--- src/rtl/mii_uart_arbiter_pkg.sv ---
// Shared constants for the two-channel MII-to-UART frame arbiter.
package mii_uart_arbiter_pkg;

    // Default upper nibbles of the frame delimiter bytes.
    localparam logic [3:0] SOF_TAG_DEF = 4'hA;
    localparam logic [3:0] EOF_TAG_DEF = 4'hE;

    // FIFO entry is {marker, byte}.
    localparam int ENTRY_W = 9;

    // Scheduler state encoding.
    localparam logic [2:0] ST_IDLE = 3'd0;
    localparam logic [2:0] ST_SOF  = 3'd1;
    localparam logic [2:0] ST_DATA = 3'd2;
    localparam logic [2:0] ST_EOF  = 3'd3;
    localparam logic [2:0] ST_GAP  = 3'd4;

    typedef enum logic [2:0] {
        S_IDLE = ST_IDLE,
        S_SOF  = ST_SOF,
        S_DATA = ST_DATA,
        S_EOF  = ST_EOF,
        S_GAP  = ST_GAP
    } sched_state_t;

endpackage

--- src/rtl/mii_uart_arbiter_frame_fifo.sv ---
// Per-channel frame FIFO: stores data bytes and end-of-frame markers,
// counts complete frames and flags overflow. One slot is always held
// back for the marker so a full frame can always be terminated.
module mii_uart_arbiter_frame_fifo
    import mii_uart_arbiter_pkg::*;
#(
    parameter int DEPTH = 128
) (
    input  logic               clk,
    input  logic               reset_n,
    input  logic               push,
    input  logic [7:0]         data,
    input  logic               eof,
    input  logic               pop,
    input  logic               frame_done,
    output logic [ENTRY_W-1:0] head,
    output logic               frame_avail,
    output logic               ovf
);

    localparam int AW = $clog2(DEPTH);
    localparam logic [AW:0] LIM_DATA = (AW+1)'(DEPTH - 1);
    localparam logic [AW:0] LIM_ALL  = (AW+1)'(DEPTH);
    localparam logic [AW:0] ONE      = (AW+1)'(1);

    logic [ENTRY_W-1:0] mem [DEPTH];
    logic [AW-1:0]      wr_ptr;
    logic [AW-1:0]      rd_ptr;
    logic [AW:0]        count;
    logic [AW:0]        frame_cnt;
    logic               eof_pend;
    logic               have_data;

    logic               data_ok;
    logic               mark_req;
    logic               mark_ok;
    logic               wr_en;
    logic               rd_en;
    logic [ENTRY_W-1:0] wr_entry;

    // Decide what (if anything) is written this cycle; data beats a marker.
    always_comb begin
        data_ok  = push && (count < LIM_DATA);
        mark_req = (eof_pend || eof) && !push;
        mark_ok  = mark_req && (count < LIM_ALL) && have_data;
        wr_en    = data_ok || mark_ok;
        rd_en    = pop && (count != '0);
        wr_entry = data_ok ? {1'b0, data} : {1'b1, 8'h00};
    end

    // Storage array; no reset needed, occupancy is tracked by count.
    always_ff @(posedge clk) begin
        if (wr_en) begin
            mem[wr_ptr] <= wr_entry;
        end
    end

    // Pointers, occupancy, frame count, marker bookkeeping and overflow.
    always_ff @(posedge clk or negedge reset_n) begin
        if (!reset_n) begin
            wr_ptr    <= '0;
            rd_ptr    <= '0;
            count     <= '0;
            frame_cnt <= '0;
            eof_pend  <= 1'b0;
            have_data <= 1'b0;
            ovf       <= 1'b0;
        end else begin
            if (wr_en) wr_ptr <= wr_ptr + 1'b1;
            if (rd_en) rd_ptr <= rd_ptr + 1'b1;
            case ({wr_en, rd_en})
                2'b10:   count <= count + ONE;
                2'b01:   count <= count - ONE;
                default: count <= count;
            endcase
            case ({mark_ok, frame_done})
                2'b10:   frame_cnt <= frame_cnt + ONE;
                2'b01:   frame_cnt <= frame_cnt - ONE;
                default: frame_cnt <= frame_cnt;
            endcase
            // An eof coinciding with a byte is deferred one cycle.
            eof_pend <= push ? (eof_pend || eof) : 1'b0;
            if (data_ok)      have_data <= 1'b1;
            else if (mark_ok) have_data <= 1'b0;
            if (push && !data_ok) ovf <= 1'b1;
        end
    end

    assign head        = mem[rd_ptr];
    assign frame_avail = (frame_cnt != '0);

endmodule

--- src/rtl/mii_uart_arbiter.sv ---
// Two-channel MII receive to single UART transmitter arbiter. Buffers
// whole frames per channel and sends them round-robin, each wrapped in
// {SOF_TAG,ch} ... {EOF_TAG,ch} delimiter bytes.
//
// state | meaning
// IDLE  | waiting for a complete buffered frame, picks channel
// SOF   | send start tag when UART is free
// DATA  | pop and send bytes until the marker entry is reached
// EOF   | send end tag, record served channel
// GAP   | one idle cycle before rescheduling
module mii_uart_arbiter
    import mii_uart_arbiter_pkg::*;
#(
    parameter int         DEPTH   = 128,
    parameter logic [3:0] SOF_TAG = SOF_TAG_DEF,
    parameter logic [3:0] EOF_TAG = EOF_TAG_DEF
) (
    input  logic       clk,
    input  logic       reset_n,
    input  logic       rdy0,
    input  logic [7:0] q0,
    input  logic       eof0,
    input  logic       rdy1,
    input  logic [7:0] q1,
    input  logic       eof1,
    input  logic       uart_active,
    output logic       uart_dv,
    output logic [7:0] uart_d,
    output logic [1:0] ovf,
    output logic       busy
);

    sched_state_t       state, state_nxt;
    logic               sel, sel_nxt;
    logic               rr_last, rr_nxt;
    logic [1:0]         rdy_q;
    logic [1:0]         push;
    logic [1:0]         pop;
    logic [1:0]         done;
    logic [1:0]         avail;
    logic [ENTRY_W-1:0] head0, head1, head_sel;
    logic               dv_q;
    logic               uart_free;
    logic               issue;
    logic [7:0]         issue_byte;

    assign push      = {rdy1, rdy0} & ~rdy_q;
    assign head_sel  = sel ? head1 : head0;
    // dv_q covers the cycle before uart_tx raises its active flag.
    assign uart_free = !uart_active && !uart_dv && !dv_q;
    assign busy      = (state == S_SOF) || (state == S_DATA) || (state == S_EOF);

    mii_uart_arbiter_frame_fifo #(.DEPTH(DEPTH)) u_fifo0 (
        .clk         (clk),
        .reset_n     (reset_n),
        .push        (push[0]),
        .data        (q0),
        .eof         (eof0),
        .pop         (pop[0]),
        .frame_done  (done[0]),
        .head        (head0),
        .frame_avail (avail[0]),
        .ovf         (ovf[0])
    );

    mii_uart_arbiter_frame_fifo #(.DEPTH(DEPTH)) u_fifo1 (
        .clk         (clk),
        .reset_n     (reset_n),
        .push        (push[1]),
        .data        (q1),
        .eof         (eof1),
        .pop         (pop[1]),
        .frame_done  (done[1]),
        .head        (head1),
        .frame_avail (avail[1]),
        .ovf         (ovf[1])
    );

    // Scheduler next-state, FIFO pop and UART issue decisions.
    always_comb begin
        state_nxt  = state;
        sel_nxt    = sel;
        rr_nxt     = rr_last;
        issue      = 1'b0;
        issue_byte = 8'h00;
        pop        = 2'b00;
        done       = 2'b00;
        unique case (state)
            S_IDLE: begin
                if (|avail) begin
                    sel_nxt   = (&avail) ? ~rr_last : avail[1];
                    state_nxt = S_SOF;
                end
            end
            S_SOF: begin
                if (uart_free) begin
                    issue      = 1'b1;
                    issue_byte = {SOF_TAG, 3'b000, sel};
                    state_nxt  = S_DATA;
                end
            end
            S_DATA: begin
                if (uart_free) begin
                    pop = sel ? 2'b10 : 2'b01;
                    if (head_sel[8]) begin
                        done      = sel ? 2'b10 : 2'b01;
                        state_nxt = S_EOF;
                    end else begin
                        issue      = 1'b1;
                        issue_byte = head_sel[7:0];
                    end
                end
            end
            S_EOF: begin
                if (uart_free) begin
                    issue      = 1'b1;
                    issue_byte = {EOF_TAG, 3'b000, sel};
                    rr_nxt     = sel;
                    state_nxt  = S_GAP;
                end
            end
            S_GAP: begin
                state_nxt = S_IDLE;
            end
            default: begin
                state_nxt = S_IDLE;
            end
        endcase
    end

    // Scheduler registers, rdy edge history and UART handshake outputs.
    always_ff @(posedge clk or negedge reset_n) begin
        if (!reset_n) begin
            state   <= S_IDLE;
            sel     <= 1'b0;
            rr_last <= 1'b1;
            rdy_q   <= 2'b00;
            uart_dv <= 1'b0;
            uart_d  <= 8'h00;
            dv_q    <= 1'b0;
        end else begin
            state   <= state_nxt;
            sel     <= sel_nxt;
            rr_last <= rr_nxt;
            rdy_q   <= {rdy1, rdy0};
            uart_dv <= issue;
            dv_q    <= uart_dv;
            if (issue) uart_d <= issue_byte;
        end
    end

endmodule

--- config.mk ---
export PLATFORM = sky130hd
export DESIGN_NAME = mii_uart_arbiter
export DESIGN_NICKNAME = d
export VERILOG_FILES = /design/src/rtl/mii_uart_arbiter_pkg.sv /design/src/rtl/mii_uart_arbiter_frame_fifo.sv /design/src/rtl/mii_uart_arbiter.sv
export SDC_FILE = /design/constraint.sdc
export NUM_CORES = 2
export LEC_CHECK = 0
export BUFFER_PORTS_ARGS = -buffer_cell sky130_fd_sc_hd__buf_4
export CORE_AREA = 2 2 530 401
export CTS_CLUSTER_DIAMETER = 30
export DETAILED_ROUTE_END_ITERATION = 8
export DIE_AREA = 0 0 532 403
export PLACE_DENSITY = 0.63
export RECOVER_POWER = 25
export SETUP_SLACK_MARGIN = 0.1
export SKIP_LAST_GASP = 1
export SLEW_MARGIN = 20
export SYNTH_ARGS = -nofsm -noshare
export SYNTH_HDL_FRONTEND = slang
export SYNTH_SLANG_ARGS = --single-unit
--- constraint.sdc ---
create_clock -name clk -period 7.65 [get_ports clk]
set_input_delay 0.765 -clock clk [delete_from_list [all_inputs] [get_ports clk]]
set_output_delay 0.765 -clock clk [all_outputs]
set_load 0.005 [all_outputs]
## Yosys cells after proc, flatten, opt, wreduce, memory -nomap -nowiden

Memories as Yosys holds them, arrays and structs flattened.
Cells that the tools add are included.

| cells by class | value |
|---|---|
| add/subtract/negate cells | 12 |
| multiply operators | 0 |
| divide/modulo/power cells | 0 |
| order comparisons | 4 |
| equality and inequality tests | 16 |
| shifts and indexed selects | 0 |
| multiplexer cells | 39 |
| bitwise logic cells | 3 |
| reduce and logical (&&, ||, !) cells | 44 |

Operators by type and width:

| kind | number |
|---|---|
| case mux 8 bit (2 select lines) | 4 |
| adder 8 x 1 -> 8 bit (second input constant) | 4 |
| two-way mux 8 bit | 4 |
| nonzero test 8 bit | 4 |
| subtractor 8 x 1 -> 8 bit (second input constant) | 4 |
| adder 7 x 1 -> 7 bit (second input constant) | 4 |
| two-way mux 9 bit | 3 |
| case mux 8 bit (3 select lines) | 1 |
| less-than comparator 8 x 7 -> 1 bit (second input constant) | 2 |
| less-than comparator 8 bit (second input constant) | 2 |
| two-way mux 3 bit | 5 |
| logical AND 1 bit | 14 |
| two-way mux 1 bit | 14 |
| two-way mux 2 bit | 6 |
| case mux 3 bit (4 select lines) | 1 |
| nonzero test 2 bit | 6 |
| inequality test 2 bit (second input constant) | 5 |
| equality test 2 x 1 -> 1 bit (second input constant) | 4 |
| equality test 2 bit (second input constant) | 4 |
| zero test 1 bit | 7 |
| equality test 3 x 2 -> 1 bit (second input constant) | 2 |
| logical OR 1 bit | 6 |
| AND reduction 2 bit | 3 |
| AND reduction 5 bit | 1 |
| 7 further kinds | 8 |

| storage, ports and cells | value |
|---|---|
| register bits | 83 |
| latch bits | 0 |
| RAM bits | 2304 |
| ROM bits | 0 |
| input bits | 23 |
| output and inout bits | 12 |
| logic and storage cells | 141 |
| memories | 2 |

Memories:

| name | depth | width | read ports | clocked after Yosys merged registers in | wr ports | RTL line | text |
|---|---|---|---|---|---|---|---|
| u_fifo0.mem | 128 | 9 | 1 | 0 | 1 | mii_uart_arbiter_frame_fifo.sv:26 | `logic [ENTRY_W-1:0] mem [DEPTH];` |
| u_fifo1.mem | 128 | 9 | 1 | 0 | 1 | mii_uart_arbiter_frame_fifo.sv:26 |  |

## Longest topological paths before layout

| logic depth | value |
|---|---|
| depth in word-level cells | 9 |
| depth in mapped cells | 21 |
| depth with buffers taken out | 17 |

## Modules after synthesis

A second synthesis with hierarchy kept.

| second synthesis, totals | value |
|---|---|
| cells, all modules | 4744 |
| area total of the unflattened synthesis | 93937.6 sq um |

Modules (own cells, without submodules):

| module | instances | cells each | area an instance (sq um) | seq. area each (sq um) |
|---|---|---|---|---|
| mii_uart_arbiter_frame_fifo (u_fifo1) | 1 | 2318 | 46552.1 | 35419.0 |
| mii_uart_arbiter_frame_fifo (u_fifo0) | 1 | 2343 | 46480.8 | 35419.0 |
| mii_uart_arbiter | 1 | 83 | 904.6 | 426.7 |

## Worst setup path after synthesis

OpenSTA, ideal clock, no wires.

| timing | value |
|---|---|
| path type | input -> register |
| start | input rdy0 |
| end | register u_fifo0.count[7] |
| library setup time | 0.080 ns |
| data arrival time | 4.664 ns |
| required time | 7.570 ns |
| slack | 2.906 ns |
| stages on the path | 15 |
| path buffers | 0 |
| cell sequence | nand2_1 nor2_1 inv_1 nand2_1 inv_1 ha_1 ha_1 a21o_1 a21oi_1 o21bai_1 a21oi_1 o21bai_1 a21oi_1 mux2i_1 xnor2_1 |

| between the ends | value |
|---|---|
| longest elaborated chain between the ends | 8 |
| elaborated cells on any way between the ends | 11 |
| those cells by class | 2 x eq/ne; 1 x mux; 1 x bitwise; 7 x reduce/logical |

RTL lines:

| item | RTL line | text |
|---|---|---|
| from (decl) | mii_uart_arbiter.sv:20 | `input logic rdy0,` |
| AND 2 bit (*) | mii_uart_arbiter.sv:47 | `assign push = {rdy1, rdy0} & ~rdy_q;` |
| zero test 1 bit | mii_uart_arbiter_frame_fifo.sv:44 | `mark_req = (eof_pend \|\| eof) && !push;` |
| logical AND 1 bit | mii_uart_arbiter_frame_fifo.sv:44 |  |
| logical AND 1 bit (2 in a row) | mii_uart_arbiter_frame_fifo.sv:45 | `mark_ok = mark_req && (count < LIM_ALL) && have_data;` |
| logical OR 1 bit (*) | mii_uart_arbiter_frame_fifo.sv:46 | `wr_en = data_ok \|\| mark_ok;` |
| equality test 2 x 1 -> 1 bit / equality test 2 bit (equally long branches) | mii_uart_arbiter_frame_fifo.sv:71 | `case ({wr_en, rd_en})` |
| case mux 8 bit (2 select lines) / nonzero test 2 bit (equally long branches) | - |  |
| to (signal assigned) | mii_uart_arbiter_frame_fifo.sv:72 | `2'b10: count <= count + ONE;` |
| to (signal assigned) | mii_uart_arbiter_frame_fifo.sv:73 | `2'b01: count <= count - ONE;` |
| to (signal assigned) | mii_uart_arbiter_frame_fifo.sv:74 | `default: count <= count;` |
| to (decl) | mii_uart_arbiter_frame_fifo.sv:29 | `logic [AW:0] count;` |

Mark *: on every way between the ends. The rest lies on a longest branch, timed or not.
A chain may end at the register's enable or synchronous reset.

## Worst setup path after layout

| timing | value |
|---|---|
| start | register u_fifo1.count[3] |
| end | memory u_fifo1.mem[65][4], data pin |

| between the ends | value |
|---|---|
| longest elaborated chain between the ends | 3 |

RTL lines:

| item | RTL line | text |
|---|---|---|
| from (decl) | mii_uart_arbiter_frame_fifo.sv:29 |  |
| from (signal assigned) | mii_uart_arbiter_frame_fifo.sv:72 |  |
| from (signal assigned) | mii_uart_arbiter_frame_fifo.sv:73 |  |
| from (signal assigned) | mii_uart_arbiter_frame_fifo.sv:74 |  |
| less-than comparator 8 x 7 -> 1 bit | mii_uart_arbiter_frame_fifo.sv:43 | `data_ok = push && (count < LIM_DATA);` |
| logical AND 1 bit | mii_uart_arbiter_frame_fifo.sv:43 |  |
| two-way mux 9 bit | mii_uart_arbiter_frame_fifo.sv:48 | `wr_entry = data_ok ? {1'b0, data} : {1'b1, 8'h00};` |
| named net u_fifo1.wr_entry[4] | mii_uart_arbiter_frame_fifo.sv:39 | `logic [ENTRY_W-1:0] wr_entry;` |
| to (decl) | mii_uart_arbiter_frame_fifo.sv:26 |  |

The timed path passes the listed nets, and every way through them passes these cells.

==> reports/metrics.yaml <==
timing:
  finalCriticalPeriod_ps: 6160
  setup_viol: 0
  fmax_ghz: 0.162
  fin_crit_sh_pct: 80.6
  worst_pin_slew_ps: 4830
  setup_tns_ps: 0
  rsz0062_at_grt: "false"
  finalMaxSlewViolations: 1134
  setup_slack_ps: 1490
  relSlewSlack_pct: -222
  hold_viol_final: 0
  worst_clock_skew_ps: 74.0
floorplanning:
  core_um2: 210000
  die_area_um2: 214000
  die_h_um: 403
  rows: 146
  ios: 35
  start_util_pct: 44.7
  die_w_um: 532
placement:
  port_buffers: 34
  routabilityCongestion: 0.914
  pre_cts_ws_ps: 2140
  hpwl_mm: 140
  placed_cells_incl_taps: 7123
global_route:
  grt_start_max_net_pins: 99
  track_usage_pct: 21.4
  overflow: 0
  grt_pass1_vias: 46593
  grt_pass1_wl_mm: 336
  antenna_found_initial: 13
hold_path:
  min_path_type: "input port to flip-flop"
  hold_path_end: "u_fifo1.eof_pend$_DFF_PN0_"
  hp-start: "eof1"
  min_delay_path_depth: 3
worst_setup_path:
  path_class: "flip-flop to flip-flop"
  cp-end-kind: "flip-flop"
  critPathLaunchType: "flip-flop"
  required_ps: 8280
  arrival_ps: 6790
  worstPathMaxFanout: 77
  r2r-end: "u_fifo1.mem[65][4]$_DFFE_PP_"
  reg2reg_from: "u_fifo1.count[3]$_DFFE_PN0P_"
  ff2ff_path_depth: 5
  regToRegSetupSlack_ps: 1490
cells_and_area:
  synthToLayoutAreaGrowth_pct: 18.7
  layout-drive-gt1-share_pct: 29.4
  fin_cells: 7900
  final_util_pct: 53.1
  final_common_cell: "edfxtp_1"
  final_cell_mix: "edfxtp_1 (2304), mux4_2 (627), clkbuf_16 (434), nor2_1 (299), nand2_1 (132)"
  final_nets: 4805
clocking:
  numCtsBuffers: 430
  cts.sinks: 2387
  max-clock-path-buffers: 4
  htreeDepth: 5
  ctsHoldBuffers: 3
  postCtsSetupRepairBufs: 0
  clk_latency_ps: 970
  path_clk_slew_ps: 50
  root_buffer: "clkbuf_16"
  ctsResizeCount: 0
  cts_tree: "built"
run:
  maxCapViolCount: 21
drt:
  wl_per_cell_um: 29.2
  vias: 47074
  drc: 0
  drt_first_iter_violations: 6420
  vias_per_cell: 5.96
  drtAntennaViolNets: 0
  first_pass_iters: 6
  wirelength_mm: 231
yosys:
  seq_area_frac_synth_pct: 76.0
  synth_top_family_by_area: "multiplexers"
  synth_simple_gate_area_share_pct: 2.94
  synthAdderAreaFrac_pct: 0.513
  synthMuxAreaShare_pct: 16.2
  synth.avg_cell_area_um2: 21.2
  synth_compound_area_share_pct: 2.24
  async_flop_share_pct: 3.48
  synth.distinct_cells: 67
  synth_edf_count: 2304
  synth_area_um2: 93700
  synthesis.nets: 4471
  synth-xor-area-share_pct: 0.495
  synth_ff_type: "edfxtp_1"
  yosysWarnings: 0
  ys_ff_latch: 2387
  synth_cells: 4412
pwr:
  switching_share_pct: 27.9
  p_leak_uw: 0.0358
  p_clk_share_pct: 43.6
  finalPower_uw: 42200
  ir_drop_uv: 286
  combPwrFrac_pct: 19.9
  intPower_uw: 30400
  p_sw_uw: 11800
  powerDensity_nw_per_um2: 380
  power_frac_seq_pct: 36.5
status:
  violations: "max-capacitance violations, max-slew violations"
  outcome: "complete, but fails checks"
[sequential cells by signal, indices dropped and copies added (netlist names), 7 cells and up]
register and count:
u_fifo0.count 8, u_fifo0.wr_ptr 7, u_fifo1.rd_ptr 7, u_fifo1.count 8, u_fifo0.mem 1152, u_fifo0.rd_ptr 7
u_fifo1.wr_ptr 7, u_fifo1.mem 1152, u_fifo1.frame_cnt 8, uart_d 8, u_fifo0.frame_cnt 8
[worst max-delay path: stages, from the launching register on]
cell and delay [ps]:
dfrtp_1 410, nand4_1 120, o21ai_0 210, nor2_1 540, and2_0 3430, buf_4 890
[cells in the mapped netlist (11+ instances only)]
library cell / number / area, um2
edfxtp_1: 2304 / 69200
mux4_2: 627 / 14100
nor2_1: 329 / 1230
nand2_1: 134 / 503
dfrtp_1: 82 / 2050
mux2i_1: 81 / 811
clkbuf_1: 72 / 270
a21oi_1: 69 / 345
buf_2: 64 / 320
a22oi_1: 59 / 443
buf_4: 50 / 375
o21ai_0: 50 / 250
nand3_1: 39 / 195
inv_1: 37 / 139
xnor2_1: 36 / 315
nor2b_1: 34 / 213
ha_1: 32 / 400
and2_1: 23 / 144
buf_1: 21 / 78.8
buf_6: 20 / 225
xor2_1: 17 / 149
nand4_1: 16 / 100
a211oi_1: 15 / 113
nor3_1: 15 / 75.1
mux2_2: 13 / 146
o21bai_1: 12 / 90.1
a221oi_1: 11 / 96.3
o221ai_1: 11 / 96.3
[power groups by stage]
stage | clock network (uW) | registers (uW) | logic, uW
2_1_floorplan | 0 | 15200 | 6040
3_3_place_gp | 0 | 15600 | 8330
3_5_place_dp | 0 | 15600 | 8360
4_1_cts | 18600 | 15400 | 8400
5_1_grt | 19200 | 15500 | 8860
6_report | 18400 | 15400 | 8410
[logic make-up after synthesis]
logic type,count (synthesis)
flops,2387
mux,726
simple gates,633
compound gates,308
buf+inv,269
xor+xnor,53
fa+ha+maj,36
[metrics by stage]
| step | hold WS (ps) | area [um2] |
|---|---|---|
| after global placement | 399 | 97100 |
| after floorplan | 397 | 93700 |
| after global routing | 60.5 | 111000 |
| after CTS | 13.2 | 111000 |
| final | 73.7 | 111000 |
| after detailed placement | 422 | 97100 |
[metal layers]
metal  share of wire, %  global-route usage [%]  vias to the layer above
li1                   -                       -                    19183
met1                 44                    33.7                    25073
met2                 42                    28.9                     2428
met3                 11                    6.14                      388
met4                2.5                    6.18                        2
met5             0.0030                       0                        -
[worst max path at each step]
stage          cells after the start                           from  slack (ps)                                to
6_report                           5   u_fifo1.count[3]$_DFFE_PN0P_        1490      u_fifo1.mem[65][4]$_DFFE_PP_
5_1_grt                            5   u_fifo1.count[3]$_DFFE_PN0P_         930      u_fifo1.mem[65][4]$_DFFE_PP_
4_1_cts                           18  u_fifo0.rd_ptr[0]$_DFFE_PN0P_        2110  u_fifo0.frame_cnt[7]$_DFFE_PN0P_
3_5_place_dp                      18  u_fifo0.rd_ptr[0]$_DFFE_PN0P_        2140  u_fifo0.frame_cnt[7]$_DFFE_PN0P_
3_3_place_gp                      18  u_fifo0.rd_ptr[0]$_DFFE_PN0P_        2070  u_fifo0.frame_cnt[7]$_DFFE_PN0P_
2_1_floorplan                     15                           rdy0        2910      u_fifo0.count[7]$_DFFE_PN0P_
[layout make-up]
class                           count  area (um2)
Fill cell                       16003       98300
Sequential cell                  2387       71300
Multi-Input combinational cell   1756       21100
Clock buffer                      471       11000
Tap cell                         2812        3520
Clock inverter                    302        3110
Timing Repair Buffer              131        1020
Inverter                           40         154
Antenna cell                        1        2.50
Power figures use the tool's default switching activity.
